==> config.mk <==
export PLATFORM = sky130hd
export DESIGN_NAME = apb_clkctrl_if
export DESIGN_NICKNAME = d
export VERILOG_FILES = /design/src/rtl/apb_clkctrl_pkg.sv /design/src/rtl/apb_clkctrl_if_sync.sv /design/src/rtl/apb_clkctrl_if.sv
export SDC_FILE = /design/constraint.sdc
export NUM_CORES = 1
export LEC_CHECK = 0
export ABC_AREA = 1
export BUFFER_PORTS_ARGS = -buffer_cell sky130_fd_sc_hd__buf_2
export CORE_ASPECT_RATIO = 0.6
export CORE_UTILIZATION = 40
export CTS_CLUSTER_DIAMETER = 30
export DETAILED_ROUTE_END_ITERATION = 12
export PLACE_DENSITY = 0.7
export RECOVER_POWER = 25
export REMOVE_ABC_BUFFERS = 1
export SLEW_MARGIN = 25
export SYNTH_ARGS = -nofsm -noshare
export SYNTH_HDL_FRONTEND = slang
export SYNTH_SLANG_ARGS = --single-unit
==> constraint.sdc <==
create_clock -name HCLK -period 2.3 [get_ports HCLK]
set_input_delay 0.345 -clock HCLK [delete_from_list [all_inputs] [get_ports HCLK]]
set_output_delay 0.345 -clock HCLK [all_outputs]
set_load 0.1 [all_outputs]
==> src/rtl/apb_clkctrl_pkg.sv <==
// Shared types and status-register offsets for the APB clock-generator bridge.
package apb_clkctrl_pkg;

    typedef enum logic [1:0] {
        ST_IDLE,
        ST_REQ,
        ST_REL,
        ST_RESP
    } state_t;

    // Status words sit directly after the channel windows, at 4*NUM_CH + offset.
    localparam int unsigned REG_LOCK     = 0;
    localparam int unsigned REG_LOCKLOST = 1;
    localparam int unsigned REG_TOERR    = 2;

endpackage

==> src/rtl/apb_clkctrl_if_sync.sv <==
// Generic single-bit synchroniser, synchronous active-high reset.
module clkctrl_sync #(
    parameter int unsigned STAGES = 2
) (
    input  logic HCLK,
    input  logic HRESET,
    input  logic d,
    output logic q
);

    logic [STAGES-1:0] chain;

    always_ff @(posedge HCLK) begin
        if (HRESET) chain <= '0;
        else        chain <= {chain[STAGES-2:0], d};
    end

    assign q = chain[STAGES-1];

endmodule

==> src/rtl/apb_clkctrl_if.sv <==
// APB slave bridging to NUM_CH clock-generator config ports over a 4-phase
// req/ack handshake, with per-phase timeout and sticky lock-loss/timeout status.
module apb_clkctrl_if
    import apb_clkctrl_pkg::*;
#(
    parameter int unsigned APB_ADDR_WIDTH = 12,
    parameter int unsigned NUM_CH         = 4,
    parameter int unsigned SYNC_STAGES    = 2,
    parameter int unsigned TIMEOUT_CYCLES = 256
) (
    input  logic                     HCLK,
    input  logic                     HRESET,
    input  logic [APB_ADDR_WIDTH-1:0] PADDR,
    input  logic [31:0]              PWDATA,
    input  logic                     PWRITE,
    input  logic                     PSEL,
    input  logic                     PENABLE,
    output logic [31:0]              PRDATA,
    output logic                     PREADY,
    output logic                     PSLVERR,
    output logic [NUM_CH-1:0]        ch_req_o,
    output logic                     ch_wrn_o,
    output logic [1:0]               ch_add_o,
    output logic [31:0]              ch_data_o,
    input  logic [NUM_CH-1:0]        ch_ack_i,
    input  logic [32*NUM_CH-1:0]     ch_r_data_i,
    input  logic [NUM_CH-1:0]        ch_lock_i
);

    localparam int unsigned WW  = APB_ADDR_WIDTH - 2;
    localparam int unsigned CHW = (NUM_CH > 1) ? $clog2(NUM_CH) : 1;
    localparam int unsigned CW  = $clog2(TIMEOUT_CYCLES + 1);

    localparam logic [WW-1:0] W_CH_END   = WW'(4 * NUM_CH);
    localparam logic [WW-1:0] W_LOCK     = WW'(4 * NUM_CH + REG_LOCK);
    localparam logic [WW-1:0] W_LOCKLOST = WW'(4 * NUM_CH + REG_LOCKLOST);
    localparam logic [WW-1:0] W_TOERR    = WW'(4 * NUM_CH + REG_TOERR);

    state_t state, state_nxt;

    logic [WW-1:0]     word;
    logic [CHW-1:0]    word_ch;
    logic              apb_act, is_ch, st_wr;
    logic [NUM_CH-1:0] ack_sync, lock_sync, lock_prev;
    logic [NUM_CH-1:0] toerr_q, locklost_q, set_toerr, clr_toerr, clr_locklost;
    logic [CHW-1:0]    ch_q;
    logic [1:0]        add_q;
    logic [31:0]       data_q, rdata_q;
    logic              wrn_q, err_q;
    logic [CW-1:0]     cnt_q;
    logic              latch, capture, to_fire, cnt_load;

    for (genvar c = 0; c < NUM_CH; c++) begin : g_sync
        clkctrl_sync #(.STAGES(SYNC_STAGES)) u_ack_sync (
            .HCLK(HCLK), .HRESET(HRESET), .d(ch_ack_i[c]), .q(ack_sync[c])
        );
        clkctrl_sync #(.STAGES(SYNC_STAGES)) u_lock_sync (
            .HCLK(HCLK), .HRESET(HRESET), .d(ch_lock_i[c]), .q(lock_sync[c])
        );
    end

    assign word    = PADDR[APB_ADDR_WIDTH-1:2];
    assign word_ch = CHW'(word >> 2);
    assign apb_act = PSEL & PENABLE;
    assign is_ch   = (word < W_CH_END);
    assign st_wr   = apb_act & PWRITE & ~is_ch & (state == ST_IDLE);

    assign clr_locklost = (st_wr && word == W_LOCKLOST) ? PWDATA[NUM_CH-1:0] : '0;
    assign clr_toerr    = (st_wr && word == W_TOERR)    ? PWDATA[NUM_CH-1:0] : '0;
    assign set_toerr    = to_fire ? (NUM_CH'(1) << ch_q) : '0;

    always_comb begin
        state_nxt = state;
        latch     = 1'b0;
        capture   = 1'b0;
        to_fire   = 1'b0;
        cnt_load  = 1'b0;
        unique case (state)
            ST_IDLE: begin
                if (apb_act && is_ch) begin
                    latch = 1'b1;
                    // A channel with a pending timeout is refused without a request.
                    if (toerr_q[word_ch]) begin
                        state_nxt = ST_RESP;
                    end else begin
                        state_nxt = ST_REQ;
                        cnt_load  = 1'b1;
                    end
                end
            end
            ST_REQ: begin
                if (cnt_q == '0) begin
                    to_fire   = 1'b1;
                    state_nxt = ST_RESP;
                end else if (ack_sync[ch_q]) begin
                    capture   = 1'b1;
                    cnt_load  = 1'b1;
                    state_nxt = ST_REL;
                end
            end
            ST_REL: begin
                if (cnt_q == '0) begin
                    to_fire   = 1'b1;
                    state_nxt = ST_RESP;
                end else if (!ack_sync[ch_q]) begin
                    state_nxt = ST_RESP;
                end
            end
            ST_RESP: state_nxt = ST_IDLE;
            default: state_nxt = ST_IDLE;
        endcase
    end

    always_ff @(posedge HCLK) begin
        if (HRESET) begin
            state      <= ST_IDLE;
            ch_q       <= '0;
            add_q      <= '0;
            data_q     <= '0;
            wrn_q      <= 1'b1;
            rdata_q    <= '0;
            err_q      <= 1'b0;
            cnt_q      <= '0;
            toerr_q    <= '0;
            locklost_q <= '0;
            lock_prev  <= '0;
        end else begin
            state     <= state_nxt;
            lock_prev <= lock_sync;
            if (latch) begin
                ch_q    <= word_ch;
                add_q   <= word[1:0];
                data_q  <= PWDATA;
                wrn_q   <= ~PWRITE;
                rdata_q <= '0;
                err_q   <= toerr_q[word_ch];
            end
            if (capture && wrn_q) rdata_q <= ch_r_data_i[32*int'(ch_q) +: 32];
            if (to_fire) err_q <= 1'b1;
            if (state == ST_RESP) begin
                wrn_q  <= 1'b1;
                add_q  <= '0;
                data_q <= '0;
            end
            if (cnt_load)
                cnt_q <= CW'(TIMEOUT_CYCLES);
            else if ((state == ST_REQ || state == ST_REL) && cnt_q != '0)
                cnt_q <= cnt_q - 1'b1;
            // Set beats a same-cycle W1C clear on both sticky registers.
            toerr_q    <= (toerr_q & ~clr_toerr) | set_toerr;
            locklost_q <= (locklost_q & ~clr_locklost) | (lock_prev & ~lock_sync);
        end
    end

    assign ch_req_o  = (state == ST_REQ && cnt_q != '0) ? (NUM_CH'(1) << ch_q) : '0;
    assign ch_wrn_o  = wrn_q;
    assign ch_add_o  = add_q;
    assign ch_data_o = data_q;

    assign PREADY  = apb_act & ((state == ST_RESP) | ((state == ST_IDLE) & ~is_ch));
    assign PSLVERR = apb_act & (state == ST_RESP) & err_q;

    always_comb begin
        PRDATA = '0;
        if (apb_act) begin
            if (state == ST_RESP) begin
                if (!err_q && wrn_q) PRDATA = rdata_q;
            end else if (state == ST_IDLE && !is_ch) begin
                case (word)
                    W_LOCK:     PRDATA = 32'(lock_sync);
                    W_LOCKLOST: PRDATA = 32'(locklost_q);
                    W_TOERR:    PRDATA = 32'(toerr_q);
                    default:    PRDATA = '0;
                endcase
            end
        end
    end

endmodule

==> After elaboration in Yosys (flattened, before gate mapping) <==
Cells that the tools add are included.
{ "classes": {"addsub": 1, "n_lt_le_gt_ge": 3, "eq_ne": 9, "n_shift": 2, "n_mux": 36, "bitwise_logic": 19, "n_reduce_logical": 21} }
{ "op_table": {"columns": ["op", "n"], "rows": [
  ["$mux 32", 5],
  ["$shiftx 128x8->32", 1],
  ["$eq 10x5->1 const B", 3],
  ["$mux 4", 5],
  ["$mux 9", 2],
  ["$mux 1", 13],
  ["$and 4x4->4", 3],
  ["$mux 2", 6],
  ["$not 4->4", 3],
  ["$pmux 4 s3", 1],
  ["$lt 10x5->1 const B", 1],
  ["$logic_not 9->1", 1],
  ["$reduce_bool 9->1", 1],
  ["$sub 9x1->9 const B", 1],
  ["$and 1x1->1", 8],
  ["$logic_and 1x1->1", 8],
  ["$or 4x4->4", 2],
  ["$pmux 2 s4", 1],
  ["$lt 2x3->1 const B", 2],
  ["$ne 3x3->1 const B", 2],
  ["$reduce_bool 2->1", 3],
  ["$reduce_or 2->1", 3],
  ["$bmux 1 s2", 2],
  ["$eq 2x2->1 const B", 2],
  ["other kinds (10)", 12]
]} }
{ "totals": {"regBits": 109, "in_bits": 185, "out_inout_bits": 73, "elab_cells": 111} }

==> Logic depth before layout (Yosys ltp) <==
{ "logic_depth": {"word_depth": 9, "mapped_depth": 11, "mapped_depth_nobuf": 11} }

==> Cells and area by module <==
From an unflattened synthesis, not the netlist that was laid out.
{ "hier_totals": {"cells_unflattened": 813, "hier_area_um2": 5397.7} }
{ "by_module_without_submodules": {"columns": ["mod", "n_inst", "cells_per_inst", "area_each_um2", "seq_area_each_um2"], "rows": [
  ["apb_clkctrl_if", 1, 765, 4957.3, 1861.8],
  ["clkctrl_sync", 8, 6, 55.1, 40.0]
]} }

==> Worst setup path after synthesis <==
OpenSTA, ideal clock, no wires.
{ "synth_timing": {"path_type": "register -> output", "from": "register wrn_q, in the netlist ch_wrn_o", "to": "output port PRDATA[21]", "arrival_ps": 3066, "t_required_ps": 1955, "slack_ps": -1111, "stages_incl_launch_ff": 6, "path_buffers": 3, "path_cell_list": "dfxtp_1 -> buf_2 -> nand3_1 -> clkbuf_1 -> buf_1 -> nor2_1"} }
{ "synth_between": {"elab_chain_cells": 4} }
{ "synth_lines": {"columns": ["element", "line_no", "rtl"], "rows": [
  ["start: declaration", "apb_clkctrl_if.sv:49", "logic wrn_q, err_q;"],
  ["start signal: assignment", "apb_clkctrl_if.sv:134", "wrn_q <= ~PWRITE;"],
  ["$logic_and 1x1->1", "apb_clkctrl_if.sv:167", "if (!err_q && wrn_q) PRDATA = rdata_q;"],
  ["$mux 32", "apb_clkctrl_if.sv:167", null],
  ["$mux 32", "apb_clkctrl_if.sv:166", "if (state == ST_RESP) begin"],
  ["$mux 32", "apb_clkctrl_if.sv:165", "if (apb_act) begin"],
  ["end: declaration", "apb_clkctrl_if.sv:18", "output logic [31:0] PRDATA,"]
]} }
No other way between the ends.

==> Final worst setup path <==
{ "layout_timing": {"from": "register state[0]", "to": "output port PRDATA[11]"} }
{ "layout_between": {"elab_chain_cells": 3} }
{ "layout_lines": {"columns": ["element", "line_no", "rtl"], "rows": [
  ["start: declaration", "apb_clkctrl_if.sv:39", "state_t state, state_nxt;"],
  ["start signal: assignment", "apb_clkctrl_if.sv:128", "state <= state_nxt;"],
  ["$eq 2x2->1", "apb_clkctrl_if.sv:166", null],
  ["$mux 32", "apb_clkctrl_if.sv:166", null],
  ["$mux 32", "apb_clkctrl_if.sv:165", null]
]} }
No other way between the ends.

==> impl_results.md <==
* Status: finished clean
* Remaining antenna violation count at 0
* DRT iter0 DRCs at 397
* Pwr dens at 517 nW/µm²
* Drt via density at just under 5
* Syn avg cell area at 7.12 µm²
* Skew final at 0.00871 ns
* Flop and latch count out of synthesis at 109
* IO Pins at 258
* Yosys cell types at 33
* Fmax achieved at 454 MHz
* # rows at 33
* Gp weighted congestion at 0.909
* CTS buffer count at 9
* Post-route setup TNS at 0 ns
* Drt first pass iters at 5
* Via count at ~6,100
* Mapped Area at 5770 µm²
* Initial Util at 41.6%
* Vias in the first global route at about 5,500
* CP Capture Type: output pin
* Worst path slowest cell: dfxtp_4
* Max IR drop VDD at about 320 µV
* Final setup fails at 0
* GRT Total Usage at 23.1%
* Placed instance area at 7670 µm²
* Worst EP arrival at 1.86 ns
* First-pass GRT wire length at 27,200 µm
* Max_cap viols at 0
* CTS Root Cell: clkbuf_16
* Fin nets at approximately 1,200
* Synth area leaders: dfxtp_1 (38%), nand2_1 (11%), nand3_1 (8.1%)
* M1 WL at 8370 µm
* CTS tree: built
* Routed length on met3 at 997 µm
* H-tree depth at 3
* Core ar. at 13,900 µm²
* Wire per inst at approximately 14 µm
* Layout cells sized above 1 at approximately a third
* Crit share post-route at 95.7%
* Tightest Pin Transition at 1.27 ns
* TritonCTS Sinks at ~110
* Part of the Yosys area used for sequential elements at about 38%
* Commonest cells after routing, fill and taps aside: buf_2 (193), nand2_1 (164), nor2_1 (112), dfxtp_1 (107), nand3_1 (93)
* Worst path cell trace: ha_4 -> inv_1 -> nor2_1 -> nand3_2 -> buf_12 -> nor2_1 -> buf_12
* Die span in y at approximately 95 µm
* Most common cell after layout, fill and taps aside: buf_2
* Synth warn at 0
* Hold Crit Class: input pin to flop
* Final Hold Viols at 0
* Static leakage at between 0.003 and 0.004 µW
* CP max stage delay at approximately 0.4 ns
* Post-DP HPWL at 12,800 µm
* Drt total wl at 17,400 µm
* Layout area overhead at 38.7%
* # fillers at between 1,000 and 1,500
* Initial antenna violation count at 1
* Period minus WS final at ~2.2 ns
* Die ar. at 14,900 µm²
* Worst-path clk slew at 0.08 ns
* Clk Latency, worst-skew pair at 0.35 ns
* Yosys top cell area share at 37.8%
* Post-Layout Inst Area at 8010 µm²
* Startpoint types: flop
* Clk buf depth at 2
* Worst-path maximum fanout at 29
* Largest net degree at the start of global routing at 46
* Top Layer Used: met4
* Slew Viols, Final at 0
* Port-buffer cells at around 260
* Met2 wire length at 7690 µm
* Slew HR at 15.5%
* Data required, critical path at 1.96 ns
* Post-Syn Instances at between 800 and 900
* Total grt overflow at 0
* DRC at 0
* Setup CP Type: flop to output pin
* Die Wd at between 150 and 200 µm
* Yosys top cell by area: dfxtp_1
-- layout make-up --
type / count / area (µm²) / area share, %
Tap cell: 192 / 240 / 3.00
Inverter: 82 / 308 / 3.84
Sequential cell: 109 / 2190 / 27.4
Antenna cell: 1 / 2.50 / 0.0313
Multi-Input combinational cell: 573 / 3070 / 38.4
Timing Repair Buffer: 269 / 1910 / 23.9
Clock buffer: 9 / 225 / 2.81
Clock inverter: 6 / 55.1 / 0.688
-- power by group --
part / switching [µW] / leakage (µW) / internal (µW)
combinational: 380 / 0.00230 / 265
sequential: 43.7 / 0.000884 / 1940
clock: 753 / 0.000139 / 754
total: 1180 / 0.00332 / 2960
-- per-layer routing --
metal  up-vias  GRT usage (%)
met1      2758           31.0
li1       3098              -
met5         -              0
met3        24           5.36
met2       172           37.2
met4         0           6.72
-- path summary, 6_finish.rpt --
path | start | depth (start not counted) | slack [ns] | to
max reg2reg | cnt_q[0] | 10 | 0.33 | rdata_q[20]
min reg2reg | g_sync[1].u_ack_sync.chain[0] | 2 | 0.40 | g_sync[1].u_ack_sync.chain[1]
max | state[0] | 7 | 0.1 | PRDATA[11]
min | ch_lock_i[3] | 3 | 0.19 | g_sync[3].u_lock_sync.chain[0]
-- sequential cells by signal, indices dropped and copies added (netlist names), 2 cells and up --
name and flops:
toerr_q 4, g_sync.u_lock_sync.chain 8, ch_q 2, cnt_q 9, locklost_q 4, lock_prev 4, state 2, ch_add_o 2
g_sync.u_ack_sync.chain 8, rdata_q 32, ch_data_o 32
-- critical path, delay by kind of cell, from the launching register on --
| family | cells | cell delay, ns |
|---|---|---|
| AND/OR/NAND/NOR | 3 | 0.47 |
| buffers and inverters | 3 | 0.44 |
| flip-flops | 1 | 0.39 |
| adder cells (fa/ha/maj) | 1 | 0.16 |
-- synth_stat cells --
master and number:
ha_1 5, nor2_1 114, nor3_1 6, nor3_2 1, nand2_4 2, nor2_2 5, nor2_8 1, inv_2 6
nor2_4 3, xnor2_1 1, o21ai_1 2, a21oi_2 30, or2_0 1, nand2_2 1, clkbuf_1 22, clkinv_1 1
a21oi_4 1, o21ai_0 31, buf_6 2, buf_1 1, xor2_1 3, nand3_1 94, nand2_1 167, nand3_2 31
a22oi_1 32, buf_4 4, inv_1 75, a21oi_1 36, buf_12 3, nand2_8 1, buf_2 15, dfxtp_1 109
nand4_1 5
-- cells by family (layout without fill, tap and decap cells) --
| group | after synthesis | after routing | share of synthesized area (%) |
|---|---|---|---|
| DFF | 109 | 109 | 37.8 |
| adders and majority gates | 5 | 5 | 1.08 |
| buffers and inverters | 129 | 366 | 10.1 |
| other | 0 | 1 | 0 |
| AOI/OAI and AO/OA | 132 | 132 | 15.0 |
| xor gates and xnor gates | 4 | 4 | 0.607 |
| and+or+nand+nor | 432 | 432 | 35.5 |
-- through the flow --
stage          worst slack (ns)  power, µW  util (%)  instances  hold WS (ns)
6_report                 0.0991       4140      57.7       1241         0.187
5_1_grt                -0.00528       4330      57.7       1241         0.190
4_1_cts                 0.00202       4130      57.5       1239         0.176
3_5_place_dp              0.148       2620      55.3       1224         0.395
3_3_place_gp              0.164       2610      55.3       1224         0.390
2_1_floorplan             -2.07       2350         -        764         0.388
-- repair_timing --
action | 4_1_cts | 5_1_grt
endpoints found under the setup margin | 33 | 26
hold buffers | 0 | 0
buffers inserted | 0 | 1
resized for setup | 11 | 16
pin swaps | 2 | 5
cloned | 0 | 0
(Power assumes the default switching activity.)
